`config.mk`:
```
export PLATFORM = sky130hd
export DESIGN_NAME = huffman_bit_packer
export DESIGN_NICKNAME = d
export VERILOG_FILES = /design/src/rtl/huffman_bit_packer.sv
export SDC_FILE = /design/constraint.sdc
export NUM_CORES = 2
export LEC_CHECK = 0
export CAP_MARGIN = 5
export CELL_PAD_IN_SITES_DETAIL_PLACEMENT = 1
export CELL_PAD_IN_SITES_GLOBAL_PLACEMENT = 2
export CORE_ASPECT_RATIO = 1.1
export CORE_MARGIN = 5
export CORE_UTILIZATION = 32
export DETAILED_ROUTE_END_ITERATION = 7
export PLACE_DENSITY_LB_ADDON = 0.1
export SLEW_MARGIN = 20
export SYNTH_ARGS = -nofsm -noshare
export SYNTH_HDL_FRONTEND = slang
export SYNTH_SLANG_ARGS = --single-unit
```
`constraint.sdc`:
```
create_clock -name clk -period 6.9 [get_ports clk]
set_input_delay 0.69 -clock clk [delete_from_list [all_inputs] [get_ports clk]]
set_output_delay 0.69 -clock clk [all_outputs]
set_load 0.005 [all_outputs]
```
`src/rtl/huffman_bit_packer.sv`:
```
// huffman_bit_packer: looks up each incoming 7-bit symbol in the Huffman
// code table and packs the variable-length codes MSB-first into OUT_W-bit
// words. The final word of a message is flagged with out_last and may be
// partial (or empty when the message carried no bits after the last word).
module huffman_bit_packer #(
    parameter int OUT_W  = 32,
    parameter int CODE_W = 128,
    parameter int LEN_W  = 7
) (
    input  logic                   clk,
    input  logic                   ctrl_reset,
    input  logic                   in_valid,
    output logic                   in_ready,
    input  logic [6:0]             in_ascii,
    input  logic                   in_last,
    output logic [6:0]             lookup_ascii,
    input  logic [CODE_W-1:0]      lookup_code,
    input  logic [LEN_W-1:0]       lookup_len,
    output logic                   out_valid,
    input  logic                   out_ready,
    output logic [OUT_W-1:0]       out_data,
    output logic [$clog2(OUT_W):0] out_bits,
    output logic                   out_last,
    output logic                   err_zero_len
);

    localparam int FILL_W = $clog2(OUT_W) + 1;
    localparam int SH_W   = $clog2(CODE_W) + 1;
    localparam int N_W    = (LEN_W > FILL_W) ? LEN_W : FILL_W;

    typedef enum logic [1:0] {
        IDLE = 2'd0,
        PACK = 2'd1,
        EMIT = 2'd2
    } state_t;

    state_t              state_r, state_s;
    logic [CODE_W-1:0]   code_r, code_s;
    logic [LEN_W-1:0]    rem_r, rem_s;
    logic [OUT_W-1:0]    word_r, word_s;
    logic [FILL_W-1:0]   fill_r, fill_s;
    logic                last_r, last_s;
    logic                out_valid_r, out_valid_s;
    logic [OUT_W-1:0]    out_data_r, out_data_s;
    logic [FILL_W-1:0]   out_bits_r, out_bits_s;
    logic                out_last_r, out_last_s;
    logic                err_r, err_s;

    // Packing datapath terms, used only while in PACK
    logic [N_W-1:0]      space_s;
    logic [N_W-1:0]      rem_ext_s;
    logic [N_W-1:0]      n_s;
    logic [OUT_W-1:0]    top_s;
    logic [OUT_W-1:0]    mask_s;
    logic [OUT_W-1:0]    pack_word_s;
    logic [CODE_W-1:0]   pack_code_s;
    logic [FILL_W-1:0]   pack_fill_s;
    logic [LEN_W-1:0]    pack_rem_s;
    logic [CODE_W-1:0]   load_code_s;

    assign lookup_ascii = in_ascii;
    assign in_ready     = (state_r == IDLE);
    assign out_valid    = out_valid_r;
    assign out_data     = out_data_r;
    assign out_bits     = out_bits_r;
    assign out_last     = out_last_r;
    assign err_zero_len = err_r;

    // Left-align the looked-up code (a zero length shifts everything out) and
    // take n = min(rem, free bits) top bits of the code into the open word slot
    always_comb begin
        load_code_s = lookup_code << (SH_W'(CODE_W) - SH_W'(lookup_len));
        space_s     = N_W'(OUT_W) - N_W'(fill_r);
        rem_ext_s   = N_W'(rem_r);
        n_s         = (rem_ext_s < space_s) ? rem_ext_s : space_s;
        top_s       = code_r[CODE_W-1 -: OUT_W];
        mask_s      = ~({OUT_W{1'b1}} >> n_s);
        pack_word_s = word_r | ((top_s & mask_s) >> fill_r);
        pack_code_s = code_r << n_s;
        pack_fill_s = fill_r + FILL_W'(n_s);
        pack_rem_s  = rem_r - LEN_W'(n_s);
    end

    // Next-state and next-register values for the IDLE/PACK/EMIT controller
    always_comb begin
        state_s     = state_r;
        code_s      = code_r;
        rem_s       = rem_r;
        word_s      = word_r;
        fill_s      = fill_r;
        last_s      = last_r;
        out_valid_s = out_valid_r;
        out_data_s  = out_data_r;
        out_bits_s  = out_bits_r;
        out_last_s  = out_last_r;
        err_s       = err_r;
        case (state_r)
            IDLE: begin
                if (in_valid) begin
                    code_s  = load_code_s;
                    rem_s   = lookup_len;
                    last_s  = in_last;
                    state_s = PACK;
                    if (lookup_len == {LEN_W{1'b0}}) begin
                        err_s = 1'b1;
                    end else begin
                        err_s = err_r;
                    end
                end else begin
                    state_s = IDLE;
                end
            end
            PACK: begin
                word_s = pack_word_s;
                code_s = pack_code_s;
                fill_s = pack_fill_s;
                rem_s  = pack_rem_s;
                if (pack_fill_s == FILL_W'(OUT_W)) begin
                    state_s     = EMIT;
                    out_valid_s = 1'b1;
                    out_data_s  = pack_word_s;
                    out_bits_s  = pack_fill_s;
                    out_last_s  = last_r && (pack_rem_s == {LEN_W{1'b0}});
                end else if ((pack_rem_s == {LEN_W{1'b0}}) && last_r) begin
                    // Message ends inside this word (possibly an empty word)
                    state_s     = EMIT;
                    out_valid_s = 1'b1;
                    out_data_s  = pack_word_s;
                    out_bits_s  = pack_fill_s;
                    out_last_s  = 1'b1;
                end else if (pack_rem_s == {LEN_W{1'b0}}) begin
                    state_s = IDLE;
                end else begin
                    state_s = PACK;
                end
            end
            EMIT: begin
                if (out_ready) begin
                    word_s      = {OUT_W{1'b0}};
                    fill_s      = {FILL_W{1'b0}};
                    out_valid_s = 1'b0;
                    out_data_s  = {OUT_W{1'b0}};
                    out_bits_s  = {FILL_W{1'b0}};
                    out_last_s  = 1'b0;
                    if (out_last_r) begin
                        last_s = 1'b0;
                    end else begin
                        last_s = last_r;
                    end
                    if (rem_r != {LEN_W{1'b0}}) begin
                        state_s = PACK;
                    end else begin
                        state_s = IDLE;
                    end
                end else begin
                    state_s = EMIT;
                end
            end
            default: begin
                state_s = IDLE;
            end
        endcase
    end

    // Controller state register
    always_ff @(posedge clk) begin
        if (ctrl_reset) begin
            state_r <= IDLE;
        end else begin
            state_r <= state_s;
        end
    end

    // Datapath and registered output state; reset drops any partial word
    always_ff @(posedge clk) begin
        if (ctrl_reset) begin
            code_r      <= {CODE_W{1'b0}};
            rem_r       <= {LEN_W{1'b0}};
            word_r      <= {OUT_W{1'b0}};
            fill_r      <= {FILL_W{1'b0}};
            last_r      <= 1'b0;
            out_valid_r <= 1'b0;
            out_data_r  <= {OUT_W{1'b0}};
            out_bits_r  <= {FILL_W{1'b0}};
            out_last_r  <= 1'b0;
            err_r       <= 1'b0;
        end else begin
            code_r      <= code_s;
            rem_r       <= rem_s;
            word_r      <= word_s;
            fill_r      <= fill_s;
            last_r      <= last_s;
            out_valid_r <= out_valid_s;
            out_data_r  <= out_data_s;
            out_bits_r  <= out_bits_s;
            out_last_r  <= out_last_s;
            err_r       <= err_s;
        end
    end

endmodule

```
==> results by group <==
Detailed routing
  – Pre-Repair DR Iteration Count: 8
  – Antenna-violating nets left: 0
  – Wire length on met1: 86,800 µm
  – Drt initial violations: 4,578
  – Final wirelength: 205,000 µm
  – Max layer used: met5
  – DRC: 0
  – Drt via density: 6.83
  – Routed wire per std cell: approximately 37 µm
  – Met2 wire len: 90,000 µm
  – Routed vias: ~38,000
  – Met3 WL post-DR: 16,700 µm

Yosys
  – Yosys warns: 0
  – Sequential share of the synthesized area: 14.4%
  – Ranking of synthesized cells by area: dfxtp_1, mux2i_1, mux4_2, nand2_1, o21ai_0
  – Top cell type's share of synthesized area: roughly 14%
  – Gate Count Post-Synth: 4,272
  – Mean Syn Cell Area: 7.06 µm²
  – Flops & latches, synth: 217
  – Ys flop type: dfxtp_1
  – Post-synth EDFFs: 0
  – Synth unique cells: 93
  – Synth area leader: dfxtp_1
  – Ys async rst share: 0%
  – Cell area after synthesis: 30,200 µm²
  – Mapped Nets: 4,435

Timing
  – Final Max Tran Viols: 0
  – Max_slew headroom: 14.3%
  – Clock skew: 0.0665 ns
  – Final period util: 94.8%
  – Max Clk Rate: between 0.15 and 0.2 GHz
  – Unrepaired setup endpoints after global routing: false
  – Endpoints failing setup: 0
  – Final TNS setup: 0 ns
  – Final Hold Viols: 0
  – Fin crit period: 6.54 ns
  – Worst slew pin tran: 1.27 ns
  – Post-route setup slack: 0.361 ns

Cells and area
  – Fill cell count: 11,500
  – Design area: 34,800 µm²
  – Share of cells above drive strength 1: 12.4%
  – Layout area overhead: 15.5%
  – Final Core Density: 37.1%
  – Nets: about 4,400

Place
  – Setup WS pre-CTS: about 0.057 ns
  – Gpl congestion: 1.03
  – Post-DP HPWL: 161,000 µm
  – # port buffers: between 150 and 200
  – Cell Area, Placed: 33,800 µm²

Setup path
  – R2R depth: 26
  – Endpoint class of the critical path: flop
  – Crit path kind: reg -> reg
  – Worst setup SP type: flop
  – Critical Path RT: 7.39 ns
  – Worst-path maximum fanout: 32
  – CP arrival: 7.03 ns

Status
  – Run status: completed

Die
  – Die width: approximately 300 µm
  – Die area: approximately 100,000 µm²
  – Initial core utilization: 32.1%
  – Ports: 196
  – Core area: 93,900 µm²
  – Row cnt: 118
  – Die height: 332 µm

CTS
  – CTS Buf Count: 31
  – CTS Root Cell: clkbuf_16
  – H-Tree Depth: 1
  – Worst-path clk slew: 0.06 ns
  – Clock sinks: approximately 220
  – Post-CTS sizing: 0
  – Cts hold-fix bufs: 0
  – Worst skew pair latency: about 0.66 ns
  – Post-CTS setup buffers: 0
  – CTS tree: done
  – Clock Path Buffers: 3

Hold path
  – Hold Crit Class: reg -> reg
  – Hold path cells: 2

Global route
  – Initial antenna violation count: 10
  – Vias in the first global route: 36,700
  – Global route overflow: 0
  – Largest net degree at the start of global routing: about 120
  – Global-route wire length before repair: 287,000 µm
  – Total track usage: between 30 and 40%

Job
  – Max Cap Violations: 0
==> final cells by class <==
type | count | area [µm²] | share of cell area, %
clock inverter | 23 | 268 | 0.768
tap | 1260 | 1580 | 4.52
antenna | 3 | 7.51 | 0.0215
multi-input combinational | 3586 | 24200 | 69.4
timing repair buffer | 371 | 3490 | 10.0
inverter | 39 | 155 | 0.445
clock buffer | 35 | 801 | 2.30
sequential | 217 | 4350 | 12.5
==> final timing paths <==
kind,start,to,slack (ns)
setup / recovery,fill_r[0],out_data[4],0.36
hold / removal,word_r[3],word_r[3],0.46
setup reg to reg,fill_r[0],out_data[4],0.36
hold reg to reg,word_r[3],word_r[3],0.46
==> flip-flops by register name, indices dropped and copies added, names as in the netlist <==
register and cells:
code_r 128, out_data 32, word_r 32, rem_ext_s 7
fill_r 6, out_bits 6, state_r 2, err_zero_len 1
last_r 1, out_last 1, out_valid 1
==> cells in the mapped netlist, types with 49 or more instances <==
master and number:
nand2_1 549, nor2_1 406, o21ai_0 348, mux2i_1 328
nand3_1 318, a21oi_1 314, clkbuf_1 274, dfxtp_1 217
mux4_2 116, a211oi_1 111, o211ai_1 94, nor3_1 90
mux2_2 79, buf_2 76, a31oi_1 71, buf_1 66
a221oi_1 64, o22ai_1 61, and3_1 51, o221ai_1 49
==> critical path: stages (launching register included) <==
cell and delay (ns):
dfxtp_2 0.31, inv_1 0.07, buf_4 0.37, ha_1 0.26, xnor2_2 0.12, inv_1 0.15, ha_1 0.36, a21o_1 0.21
a311oi_2 0.42, a211o_1 0.31, a211oi_4 0.12, nor2_4 0.17, inv_2 0.06, ha_1 0.22, inv_1 0.07, ha_1 0.17
a21o_1 0.13, a21oi_1 0.05, a211oi_1 0.22, a211oi_1 0.10, or3_1 0.38, a2111o_1 0.39, a311oi_2 0.41, nand4_1 0.35
nand2_2 0.37, nand2_1 0.30, o31ai_1 0.34
==> per-layer routing <==
layer	up-vias	GRT usage, %
li1	16300	-
met1	19300	53.4
met2	1824	60.0
met3	416	6.67
met4	10	16.4
met5	-	0
==> logic make-up after synthesis <==
logic type | Yosys count | synth area share (%)
AOI/OAI and AO/OA | 1482 | 32.9
xor gates and xnor gates | 24 | 0.697
adders and majority gates | 16 | 0.688
buffers and inverters | 469 | 6.32
DFF | 217 | 14.4
muxes | 523 | 22.5
and+or+nand+nor | 1541 | 22.5
==> through the flow <==
step | cells | hold slack, ns
floorplan | 4272 | 0.425
detailed placement | 5473 | 0.446
finish | 5534 | 0.457
CTS | 5531 | 0.443
global placement | 5473 | 0.439
global route | 5532 | 0.476
==> placed cells by master (no fill, tap or decap), drive strengths merged, types with 94 or more instances in the layout <==
cell           instances
a211oi               113
a21oi                314
buf                  192
clkdlybuf4s50        179
dfxtp                217
mux2i                328
mux4                 116
nand2                549
nand3                319
nor2                 407
o211ai                94
o21ai                354
Power is left out: the tool's default activity adds up to more than one toggle a clock period on the data nets, which glitch-free logic cannot reach.
